<file path="src/rtl/apb_uart_sink_pkg.sv">
// apb_uart_sink shared definitions: register offsets,
// LSR bit positions and the access FSM state type.
package apb_uart_sink_pkg;

  localparam logic [11:0] OFF_THR = 12'h000;
  localparam logic [11:0] OFF_LSR = 12'h014;
  localparam logic [11:0] OFF_SCR = 12'h01C;
  localparam logic [11:0] OFF_WIN = 12'h020;

  localparam int LSR_DR   = 0;
  localparam int LSR_THRE = 5;
  localparam int LSR_TEMT = 6;

  typedef enum logic [1:0] {
    IDLE,
    WAIT,
    RESP
  } state_e;

endpackage

</file>
<file path="src/rtl/apb_uart_sink_if.sv">
// APB3 bus bundle between the SoC uart requester and
// the apb_uart_sink completer.
interface apb_uart_sink_if #(
  parameter int AddrWidth = 32
);
  logic                 psel_i;
  logic                 penable_i;
  logic                 pwrite_i;
  logic [AddrWidth-1:0] paddr_i;
  logic [31:0]          pwdata_i;
  logic [31:0]          prdata_o;
  logic                 pready_o;
  logic                 pslverr_o;

  modport master (
    output psel_i, penable_i, pwrite_i,
    output paddr_i, pwdata_i,
    input  prdata_o, pready_o, pslverr_o
  );

  modport slave (
    input  psel_i, penable_i, pwrite_i,
    input  paddr_i, pwdata_i,
    output prdata_o, pready_o, pslverr_o
  );
endinterface

</file>
<file path="src/rtl/apb_uart_sink_fifo.sv">
// Byte TX queue for apb_uart_sink (fifo_v3-style ports),
// power-of-two depth so pointers wrap naturally.
module apb_uart_sink_fifo #(
  parameter int DATA_WIDTH = 8,
  parameter int DEPTH      = 16
) (
  input  logic                  clk_i,
  input  logic                  rst_ni,
  input  logic                  push_i,
  input  logic [DATA_WIDTH-1:0] data_i,
  input  logic                  pop_i,
  output logic [DATA_WIDTH-1:0] data_o,
  output logic                  full_o,
  output logic                  empty_o
);
  localparam int PW = $clog2(DEPTH);

  logic [DATA_WIDTH-1:0] r_mem [DEPTH];
  logic [PW-1:0]         r_wptr;
  logic [PW-1:0]         r_rptr;
  logic [PW:0]           r_cnt;
  logic                  w_push;
  logic                  w_pop;

  assign full_o  = (r_cnt == (PW+1)'(DEPTH));
  assign empty_o = (r_cnt == '0);
  assign w_push  = push_i & ~full_o;
  assign w_pop   = pop_i & ~empty_o;
  assign data_o  = r_mem[r_rptr];

  always_ff @(posedge clk_i or negedge rst_ni) begin
    if (!rst_ni) begin
      r_wptr <= '0;
      r_rptr <= '0;
      r_cnt  <= '0;
      for (int i = 0; i < DEPTH; i++) r_mem[i] <= '0;
    end else begin
      if (w_push) begin
        r_mem[r_wptr] <= data_i;
        r_wptr        <= r_wptr + PW'(1);
      end
      if (w_pop) r_rptr <= r_rptr + PW'(1);
      unique case ({w_push, w_pop})
        2'b10:   r_cnt <= r_cnt + (PW+1)'(1);
        2'b01:   r_cnt <= r_cnt - (PW+1)'(1);
        default: r_cnt <= r_cnt;
      endcase
    end
  end
endmodule

</file>
<file path="src/rtl/apb_uart_sink.sv">
// APB3 16550-style UART sink: THR bytes queue and drain paced on a stream.
// Define APB_UART_SINK_PRINT_EN to echo drained bytes to the sim console.
module apb_uart_sink
  import apb_uart_sink_pkg::*;
#(
  parameter int AddrWidth  = 32,
  parameter int FifoDepth  = 16,
  parameter int WaitStates = 1,
  parameter int DrainGap   = 4
) (
  input  logic            clk_i,
  input  logic            rst_ni,
  apb_uart_sink_if.slave  apb,
  output logic            char_valid_o,
  output logic [7:0]      char_o,
  input  logic            char_ready_i
);
  localparam int CW = (WaitStates > 1) ? $clog2(WaitStates) : 1;
  localparam int GW = (DrainGap > 0) ? $clog2(DrainGap + 1) : 1;

  state_e        r_state;
  state_e        w_state_d;
  logic [CW-1:0] r_cnt;
  logic [CW-1:0] w_cnt_d;
  logic [GW-1:0] r_gap;
  logic [7:0]    r_scr;

  logic [11:0]   w_off;
  logic          w_err;
  logic          w_thr;
  logic          w_stall;
  logic          w_resp;
  logic          w_push;
  logic          w_pop;
  logic          w_full;
  logic          w_empty;
  logic [7:0]    w_head;
  logic [31:0]   w_rdata;

  assign w_off   = apb.paddr_i[11:0];
  assign w_err   = (w_off >= OFF_WIN) | (w_off[1:0] != 2'b00);
  assign w_thr   = apb.pwrite_i & ~w_err & (w_off == OFF_THR);
  assign w_stall = w_thr & w_full;
  assign w_resp  = (r_state == RESP) & apb.psel_i;
  assign w_push  = w_resp & w_thr;

  // The idle cycle that sees penable counts as the first access cycle
  always_comb begin
    w_state_d = r_state;
    w_cnt_d   = r_cnt;
    unique case (r_state)
      IDLE: begin
        if (apb.psel_i & apb.penable_i) begin
          w_cnt_d   = CW'(WaitStates - 1);
          w_state_d = (WaitStates == 1 && !w_stall) ? RESP : WAIT;
        end
      end
      WAIT: begin
        if (!apb.psel_i) begin
          w_state_d = IDLE;
        end else if (r_cnt > CW'(1)) begin
          w_cnt_d = r_cnt - CW'(1);
        end else begin
          w_cnt_d = '0;
          if (!w_stall) w_state_d = RESP;
        end
      end
      RESP:    w_state_d = IDLE;
      default: w_state_d = IDLE;
    endcase
  end

  always_ff @(posedge clk_i or negedge rst_ni) begin
    if (!rst_ni) begin
      r_state <= IDLE;
      r_cnt   <= '0;
    end else begin
      r_state <= w_state_d;
      r_cnt   <= w_cnt_d;
    end
  end

  always_ff @(posedge clk_i or negedge rst_ni) begin
    if (!rst_ni) begin
      r_scr <= '0;
    end else if (w_resp & apb.pwrite_i & ~w_err & (w_off == OFF_SCR)) begin
      r_scr <= apb.pwdata_i[7:0];
    end
  end

  always_comb begin
    w_rdata = '0;
    if (w_resp & ~apb.pwrite_i & ~w_err) begin
      unique case (1'b1)
        (w_off == OFF_LSR): begin
          w_rdata[LSR_DR]   = 1'b0;
          w_rdata[LSR_THRE] = w_empty;
          w_rdata[LSR_TEMT] = w_empty & ~char_valid_o;
        end
        (w_off == OFF_SCR): w_rdata[7:0] = r_scr;
        default:            w_rdata = '0;
      endcase
    end
  end

  assign apb.prdata_o  = w_rdata;
  assign apb.pready_o  = (r_state == RESP);
  assign apb.pslverr_o = (r_state == RESP) & w_err;

  apb_uart_sink_fifo #(
    .DATA_WIDTH (8),
    .DEPTH      (FifoDepth)
  ) u_fifo (
    .clk_i   (clk_i),
    .rst_ni  (rst_ni),
    .push_i  (w_push),
    .data_i  (apb.pwdata_i[7:0]),
    .pop_i   (w_pop),
    .data_o  (w_head),
    .full_o  (w_full),
    .empty_o (w_empty)
  );

  assign char_valid_o = ~w_empty & (r_gap == '0);
  assign char_o       = char_valid_o ? w_head : 8'h00;
  assign w_pop        = char_valid_o & char_ready_i;

  always_ff @(posedge clk_i or negedge rst_ni) begin
    if (!rst_ni) begin
      r_gap <= '0;
    end else if (w_pop) begin
      r_gap <= GW'(DrainGap);
    end else if (r_gap != '0) begin
      r_gap <= r_gap - GW'(1);
    end
  end

`ifdef APB_UART_SINK_PRINT_EN
  always @(posedge clk_i) begin
    if (rst_ni && w_pop) begin
      $write("%c", char_o);
      if (char_o == 8'h04) begin
        $display("EOT");
        $finish;
      end
    end
  end
`else
`endif

endmodule

</file>
<file path="src/flat_wrapper.sv">
// flat-port wrapper written by rule: the top's interface ports become plain ports
module apb_uart_sink_flat import apb_uart_sink_pkg::*;
#(
  parameter int AddrWidth  = 32,
  parameter int FifoDepth  = 16,
  parameter int WaitStates = 1,
  parameter int DrainGap   = 4
)
  (clk_i, rst_ni, char_valid_o, char_o, char_ready_i, apb_psel_i, apb_penable_i, apb_pwrite_i, apb_paddr_i, apb_pwdata_i, apb_prdata_o, apb_pready_o, apb_pslverr_o);
  apb_uart_sink_if #(.AddrWidth(AddrWidth)) apb_i ();
  input  logic clk_i;
  input  logic rst_ni;
  output logic char_valid_o;
  output logic [7:0] char_o;
  input  logic char_ready_i;
  input wire logic [$bits(apb_i.psel_i)-1:0] apb_psel_i;
  input wire logic [$bits(apb_i.penable_i)-1:0] apb_penable_i;
  input wire logic [$bits(apb_i.pwrite_i)-1:0] apb_pwrite_i;
  input wire logic [$bits(apb_i.paddr_i)-1:0] apb_paddr_i;
  input wire logic [$bits(apb_i.pwdata_i)-1:0] apb_pwdata_i;
  output wire logic [$bits(apb_i.prdata_o)-1:0] apb_prdata_o;
  output wire logic [$bits(apb_i.pready_o)-1:0] apb_pready_o;
  output wire logic [$bits(apb_i.pslverr_o)-1:0] apb_pslverr_o;
  assign apb_i.psel_i = apb_psel_i;
  assign apb_i.penable_i = apb_penable_i;
  assign apb_i.pwrite_i = apb_pwrite_i;
  assign apb_i.paddr_i = apb_paddr_i;
  assign apb_i.pwdata_i = apb_pwdata_i;
  assign apb_prdata_o = apb_i.prdata_o;
  assign apb_pready_o = apb_i.pready_o;
  assign apb_pslverr_o = apb_i.pslverr_o;
  apb_uart_sink #(.AddrWidth(AddrWidth), .FifoDepth(FifoDepth), .WaitStates(WaitStates), .DrainGap(DrainGap)) u_core (.clk_i(clk_i), .rst_ni(rst_ni), .apb(apb_i), .char_valid_o(char_valid_o), .char_o(char_o), .char_ready_i(char_ready_i));
endmodule
</file>
<file path="config.mk">
export PLATFORM = sky130hd
export DESIGN_NAME = apb_uart_sink_flat
export DESIGN_NICKNAME = d
export VERILOG_FILES = /design/src/rtl/apb_uart_sink_pkg.sv /design/src/rtl/apb_uart_sink_if.sv /design/src/rtl/apb_uart_sink_fifo.sv /design/src/rtl/apb_uart_sink.sv /design/src/flat_wrapper.sv
export SDC_FILE = /design/constraint.sdc
export NUM_CORES = 1
export LEC_CHECK = 0
export BUFFER_PORTS_ARGS = -buffer_cell sky130_fd_sc_hd__buf_2
export CAP_MARGIN = 20
export CORE_UTILIZATION = 40
export CTS_BUF_LIST = sky130_fd_sc_hd__clkbuf_16
export DETAILED_ROUTE_END_ITERATION = 6
export PLACE_DENSITY_LB_ADDON = 0.15
export SYNTH_ARGS = -nofsm -noshare
export SYNTH_HDL_FRONTEND = slang
export SYNTH_SLANG_ARGS = --single-unit
</file>
<file path="constraint.sdc">
create_clock -name clk_i -period 3.7 [get_ports clk_i]
set_clock_uncertainty 0.2 [all_clocks]
set_input_delay 0.74 -clock clk_i [delete_from_list [all_inputs] [get_ports clk_i]]
set_output_delay 0.74 -clock clk_i [all_outputs]
set_load 0.02 [all_outputs]
</file>
## After elaboration in Yosys (flattened, before gate mapping)

Cells that the tools add are included.

| word-level totals | value |
|---|---|
| register bits after elaboration | 155 |
| latch bits | 0 |
| RAM bits | 0 |
| bits in read-only memories | 0 |
| input port bits | 70 |
| output and inout bits | 43 |
| logic and storage cells | 107 |
| memories kept | 0 |

| cells by class | value |
|---|---|
| add/subtract/negate cells | 6 |
| multiply operators | 0 |
| divide/modulo/power cells | 0 |
| $lt $le $gt $ge | 5 |
| equality and inequality tests | 11 |
| shift operators | 0 |
| multiplexer cells | 25 |
| bitwise gates (word level) | 25 |
| reduce and logical (&&, ||, !) cells | 12 |

Operators by type and width:

| kind | count |
|---|---|
| bitwise mux 128 bit | 1 |
| 2-to-1 mux 8 bit | 5 |
| binary-select mux 8 bit (select 4 bit) | 1 |
| demux 8 bit (select 4 bit) | 1 |
| == test 12 x 5 -> 1 bit (second input constant) | 2 |
| bitwise AND 1 bit | 17 |
| >= comparator 12 x 6 -> 1 bit (second input constant) | 1 |
| logical NOT 12 bit | 1 |
| >= comparator 5 bit (second input constant) | 2 |
| 2-to-1 mux 2 bit | 5 |
| inverter 4 -> 5 bit | 2 |
| one-hot mux 5 bit (2 select lines) | 1 |
| adder 4 x 1 -> 4 bit (second input constant) | 2 |
| one-hot mux 2 bit (2 select lines) | 2 |
| nonzero test 2 bit | 4 |
| 2-to-1 mux 3 bit | 2 |
| inequality test 3 bit (second input constant) | 2 |
| AND reduction 3 bit | 2 |
| adder 5 x 1 -> 5 bit (second input constant) | 1 |
| == test 5 bit (second input constant) | 1 |
| logical NOT 5 bit | 1 |
| < comparator 5 x 1 -> 1 bit (second input constant) | 1 |
| 2-to-1 mux 1 bit | 5 |
| inverter 1 bit | 5 |
| other kinds (15) | 17 |

## Depth between registers and ports, before layout

| depth | value |
|---|---|
| word-level depth | 10 |
| depth in mapped cells | 13 |
| mapped depth without buffers | 12 |

## By module

From an unflattened synthesis, not the netlist that was laid out.

| second synthesis, totals | value |
|---|---|
| cell total of the unflattened synthesis | 578 |
| area, all modules | 7606.0 µm² |

Modules (own cells, without submodules):

| module | times used | cells an instance | area an instance (µm²) | sequential area each (µm²) |
|---|---|---|---|---|
| apb_uart_sink_fifo | 1 | 472 | 6620.1 | 3528.4 |
| apb_uart_sink | 1 | 106 | 985.9 | 325.3 |

## Worst setup path before layout

Ideal clock, no wire load.

| timing path | value |
|---|---|
| kind | register to register |
| from | reg u_core.u_fifo.r_cnt[1] |
| to | reg u_core.u_fifo.r_cnt[4] |
| library setup time | 0.130 ns |
| data arrival time | 3.252 ns |
| data required time | 3.370 ns |
| path slack | 0.118 ns |
| cell stages (with the launch flop) | 13 |
| path buffers | 2 |
| clock period less this slack | 3.582 ns |
| cell sequence | dfrtp_1 buf_6 or4_4 o211ai_1 inv_1 ha_1 clkbuf_1 xor2_1 ha_1 or3_1 a2111oi_0 nor4_1 xnor2_1 |

| between the ends | value |
|---|---|
| longest elaborated chain between the ends | 7 |
| elaborated cells between the ends (all ways) | 14 |
| those cells by class | add/sub (2); eq/ne (3); mux (1); bitwise (6); reduce/logical (2) |

Ends and longest elaborated chain:

| item | RTL line | text |
|---|---|---|
| start: declaration | apb_uart_sink_fifo.sv:21 | `logic [PW:0] r_cnt;` |
| start signal: assignment | apb_uart_sink_fifo.sv:44 | `2'b10: r_cnt <= r_cnt + (PW+1)'(1);` |
| start signal: assignment | apb_uart_sink_fifo.sv:45 | `2'b01: r_cnt <= r_cnt - (PW+1)'(1);` |
| start signal: assignment | apb_uart_sink_fifo.sv:46 | `default: r_cnt <= r_cnt;` |
| logical NOT 5 bit (*) | apb_uart_sink_fifo.sv:26 | `assign empty_o = (r_cnt == '0);` |
| inverter 1 bit (*) | apb_uart_sink_fifo.sv:28, apb_uart_sink.sv:124 |  |
| bitwise AND 1 bit | apb_uart_sink.sv:124 | `assign char_valid_o = ~w_empty & (r_gap == '0);` |
| bitwise AND 1 bit | apb_uart_sink.sv:126 | `assign w_pop = char_valid_o & char_ready_i;` |
| bitwise AND 1 bit (*) | apb_uart_sink_fifo.sv:28 | `assign w_pop = pop_i & ~empty_o;` |
| named net u_core.u_fifo.w_pop | apb_uart_sink_fifo.sv:23 | `logic w_pop;` |
| == test 2 x 1 -> 1 bit or == test 2 bit (tied branches) | apb_uart_sink_fifo.sv:43 | `unique case ({w_push, w_pop})` |
| one-hot mux 5 bit (2 select lines) or nonzero test 2 bit (tied branches) | -- |  |

The timed path passes the listed nets; every way through them passes the cells marked *.
A chain may end at the register's enable or synchronous reset.

## Worst setup path in the final report

| timing path | value |
|---|---|
| from | reg u_core.u_fifo.r_cnt[1] |
| to | reg u_core.u_fifo.r_cnt[4] |

| between the ends | value |
|---|---|
| longest elaborated chain between the ends | 7 |
| elaborated cells between the ends (all ways) | 14 |
| those cells by class | add/sub (2); eq/ne (3); mux (1); bitwise (6); reduce/logical (2) |

Ends and longest elaborated chain:

| item | RTL line |
|---|---|
| logical NOT 5 bit | apb_uart_sink_fifo.sv:26 |
| inverter 1 bit | apb_uart_sink_fifo.sv:28, apb_uart_sink.sv:124 |
| bitwise AND 1 bit | apb_uart_sink.sv:124 |
| bitwise AND 1 bit | apb_uart_sink.sv:126 |
| bitwise AND 1 bit | apb_uart_sink_fifo.sv:28 |
| == test 2 x 1 -> 1 bit or == test 2 bit (tied branches) | apb_uart_sink_fifo.sv:43 |
| one-hot mux 5 bit (2 select lines) or nonzero test 2 bit (tied branches) | -- |

Several ways; a longest one is shown, not always the timed one.

==> flow_summary_export.csv <==
group,metric,value,unit
worst_setup_path,startpoint_type,"register",
cts,cts_root_buffer,"clkbuf_16",
worst_setup_path,cp.required,3.79,ns
worst_setup_path,crit_fanout,8,
power_and_ir_drop,peakVddDrop,0.363,mV
logic_synthesis,synth.most_common_cell,"dfrtp_1",
floorplanning,rows,51,
sta,fmax,0.288,GHz
sta,slew_violations,0,
grt,antenna_found_initial,0,
power_and_ir_drop,p_leak,4.30,nW
cells_and_area,nets,687,
power_and_ir_drop,comb_power_share,18.7,%
power_and_ir_drop,p_int,0.00308,W
floorplanning,core_area,0.0194,mm^2
detailed_routing,wl_per_cell,19.2,um
logic_synthesis,syn_avg_cell_area,14.4,um^2
grt,track_usage,18.3,%
detailed_routing,drc,0,
cells_and_area,final_cell_area,0.00900,mm^2
cells_and_area,area_delta_synth_final,14.0,%
power_and_ir_drop,seq_power_share,42.4,%
cts,cts_made_buffers,17,
logic_synthesis,synth_seq_area_share,48.8,%
sta,rsz0062_at_grt,"false",
cells_and_area,layout-drive-gt1-share,47.8,%
worst_setup_path,rr_startpoint,"u_core.u_fifo.r_cnt[1]",
grt,grt_pass1_vias,4844,
sta,finalCritPeriodShare,93.8,%
floorplanning,start_util,40.7,%
placement,dp_hpwl,11.2,mm
detailed_routing,routed_wl,16.9,mm
floorplanning,fp.dieW,143,um
grt,gr-total-overflow,0,
logic_synthesis,netlist.area_leader.share,48.8,%
min_path,hold_depth,1,
power_and_ir_drop,p_sw,0.00128,W
detailed_routing,vias,4601,
sta,relSlewSlack,37.2,%
power_and_ir_drop,powerDensity,485,mW/mm^2
status,outcome,"finished, final reports clean",
placement,gp_congestion,0.783,
logic_synthesis,synth_seq_cells,154,
logic_synthesis,synthCells,548,
min_path,min_from,"u_core.r_scr[3]",
power_and_ir_drop,p_sw_share,29.4,%
min_path,min_path_type,"reg -> reg",
worst_setup_path,worst_setup_path_end_kind,"register",
cts,tritoncts,"yes",
detailed_routing,via_per_inst,5.20,
cells_and_area,n_fill_cell,1761,
cts,clk_path_buf_depth,2,
placement,placed_cell_area,0.00841,mm^2
logic_synthesis,ys.flop_type,"dfrtp_1",
logic_synthesis,ys_warn_count,0,
grt,grt_max_degree,141,
grt,grt_first_pass_wirelength,27.5,mm
logic_synthesis,synth_area_leaders,"dfrtp_1, mux2_2, mux2_4, mux4_2, buf_4",
worst_setup_path,rr_worst_depth,10,
detailed_routing,antenna_left,0,
floorplanning,io-pin-count,113,
logic_synthesis,synth_largest_area_cell,"dfrtp_1",
logic_synthesis,synth_common_cells,"dfrtp_1, mux2_2, mux2_4",
floorplanning,die_h,143,um
flow_run,maxCapViolCount,0,
cts,path_clk_slew,0.06,ns
detailed_routing,drtPass1Iterations,4,
sta,timing.final.crit_period,3.47,ns
worst_setup_path,worstReg2RegEnd,"u_core.u_fifo.r_cnt[4]",
cts,clock_sinks,154,
floorplanning,dieArea,0.0203,mm^2
logic_synthesis,synthArstFlopShare,100,%
sta,fin_tns_setup,0,ns
power_and_ir_drop,clockPowerShare,38.9,%
sta,whs,0.297,ns
cts,htree_levels,4,
sta,setup_viol_count_final,0,
cells_and_area,antennaDiodeCount,0,
logic_synthesis,ys_types,48,
worst_setup_path,cp.arrival,3.56,ns
worst_setup_path,r2r_slack,0.23,ns
placement,numPortBuffers,44,
logic_synthesis,syn_area,0.00790,mm^2
sta,hold_viol_final,0,
cts,clk_latency,0.42,ns
min_path,whs_endpoint,"u_core.r_scr[3]",
logic_synthesis,synth_edf_count,0,
detailed_routing,drt_iter0_markers,273,
sta,tightest_slew,0.940,ns
worst_setup_path,critPathKind,"reg -> reg",
## through the flow
stage	power (W)	utilization [%]	worst slack [ns]	std cells
final	0.00436	46.4	0.230	884
after global routing	0.00458	46.4	0.0202	884
after detailed placement	0.00270	43.4	0.114	851
after floorplan	0.00243	-	0.118	571
after global placement	0.00268	43.4	0.192	851
after CTS	0.00443	46.4	0.156	884
## worst max path at each step
stage	endpoint	cells after the start	slack, ns	start
detailed placement	u_core.u_fifo.r_cnt[4]	11	0.11	apb_paddr_i[7]
CTS	u_core.u_fifo.r_cnt[4]	10	0.16	u_core.u_fifo.r_cnt[1]
floorplan	u_core.u_fifo.r_cnt[4]	12	0.12	u_core.u_fifo.r_cnt[1]
global placement	u_core.u_fifo.r_cnt[4]	11	0.19	apb_paddr_i[10]
finish	u_core.u_fifo.r_cnt[4]	10	0.23	u_core.u_fifo.r_cnt[1]
global route	u_core.u_fifo.r_cnt[4]	10	0.02	u_core.u_fifo.r_cnt[1]
## state kept, by name, indices dropped and copies added, names as in the netlist
signal                flops
u_core.u_fifo.r_mem     128
u_core.r_scr              8
u_core.u_fifo.r_cnt       5
u_core.u_fifo.r_rptr      4
u_core.u_fifo.r_wptr      4
u_core.r_gap              3
u_core.r_state            2
## power groups by stage
stage,Sequential (W),Combinational [W],Clock [W]
floorplan,0.00180,0.000631,0
CTS,0.00185,0.000830,0.00175
global placement,0.00188,0.000806,0
global route,0.00186,0.000897,0.00182
detailed placement,0.00188,0.000826,0
finish,0.00185,0.000816,0.00170
## area by class of cell
type	count	area, um^2	share of cell area [%]
clock buffers	17	425	4.73
clock inverters	15	153	1.70
inverters	11	41.3	0.459
multi-input cells	354	3760	41.8
flip-flops and latches	154	3850	42.8
well taps	265	332	3.68
repair buffers	68	434	4.82
## per-layer routing
metal	wire [um]	track usage, %	vias up
met1	8000	25.1	2419
met3	624	3.70	9
met4	127	5.72	0
li1	-	-	2081
met2	8200	29.2	92
met5	0	0	-
## cells in the final DEF (no fill, tap or decap), types with 3 or more instances in the layout
cell       synthesis  layout
o22ai_1           16      16
nand3_1           13      13
o21ai_0            4       4
nor2b_1            4       4
buf_4             25      21
nor4b_1            3       3
mux2_4            57      57
dfrtp_1          154     153
ha_1              11      10
nor2_1             8       8
nand2b_1           4       4
nand2_1           18      18
nor3_2            10      10
mux2_2            82      82
inv_6              0       3
nor3_4             7       7
or3_1              3       3
xnor2_1            6       6
clkbuf_16          0      17
a21oi_1            4       4
nor3_1            12      12
and2_1             7       7
clkinv_4           0       4
mux4_2            32      32
buf_2              3      43
inv_1             11      13
conb_1             1      24
xor2_1             5       5
## worst max-delay path, cell delays in order, from the launching register on
cell and delay [ns]:
dfrtp_1 0.46, or4_4 0.61, or2_2 0.32, nand3_1 0.13, ha_2 0.26, xor2_1 0.08
ha_1 0.22, or3_1 0.33, a2111oi_0 0.44, nor4_1 0.15, xnor2_1 0.15
## kinds of logic (layout without fill, tap and decap cells)
family	Yosys count	in the layout	share of synthesized area [%]
flops	154	154	48.8
mux	172	172	31.8
compound gates	33	33	2.76
buf+inv	63	111	4.72
simple gates	103	103	8.96
fa+ha+maj	11	11	1.74
xor+xnor	11	11	1.22
other cells	1	24	0.0475
## timing repair
action / in CTS / in global routing
endpoints found under the setup margin: 0 / 1
resized for setup: 0 / 1
setup buffers: 0 / 0
hold buffers: 1 / 0
endpoints found under the hold margin: 14 / 0
(Power assumes the default switching activity.)
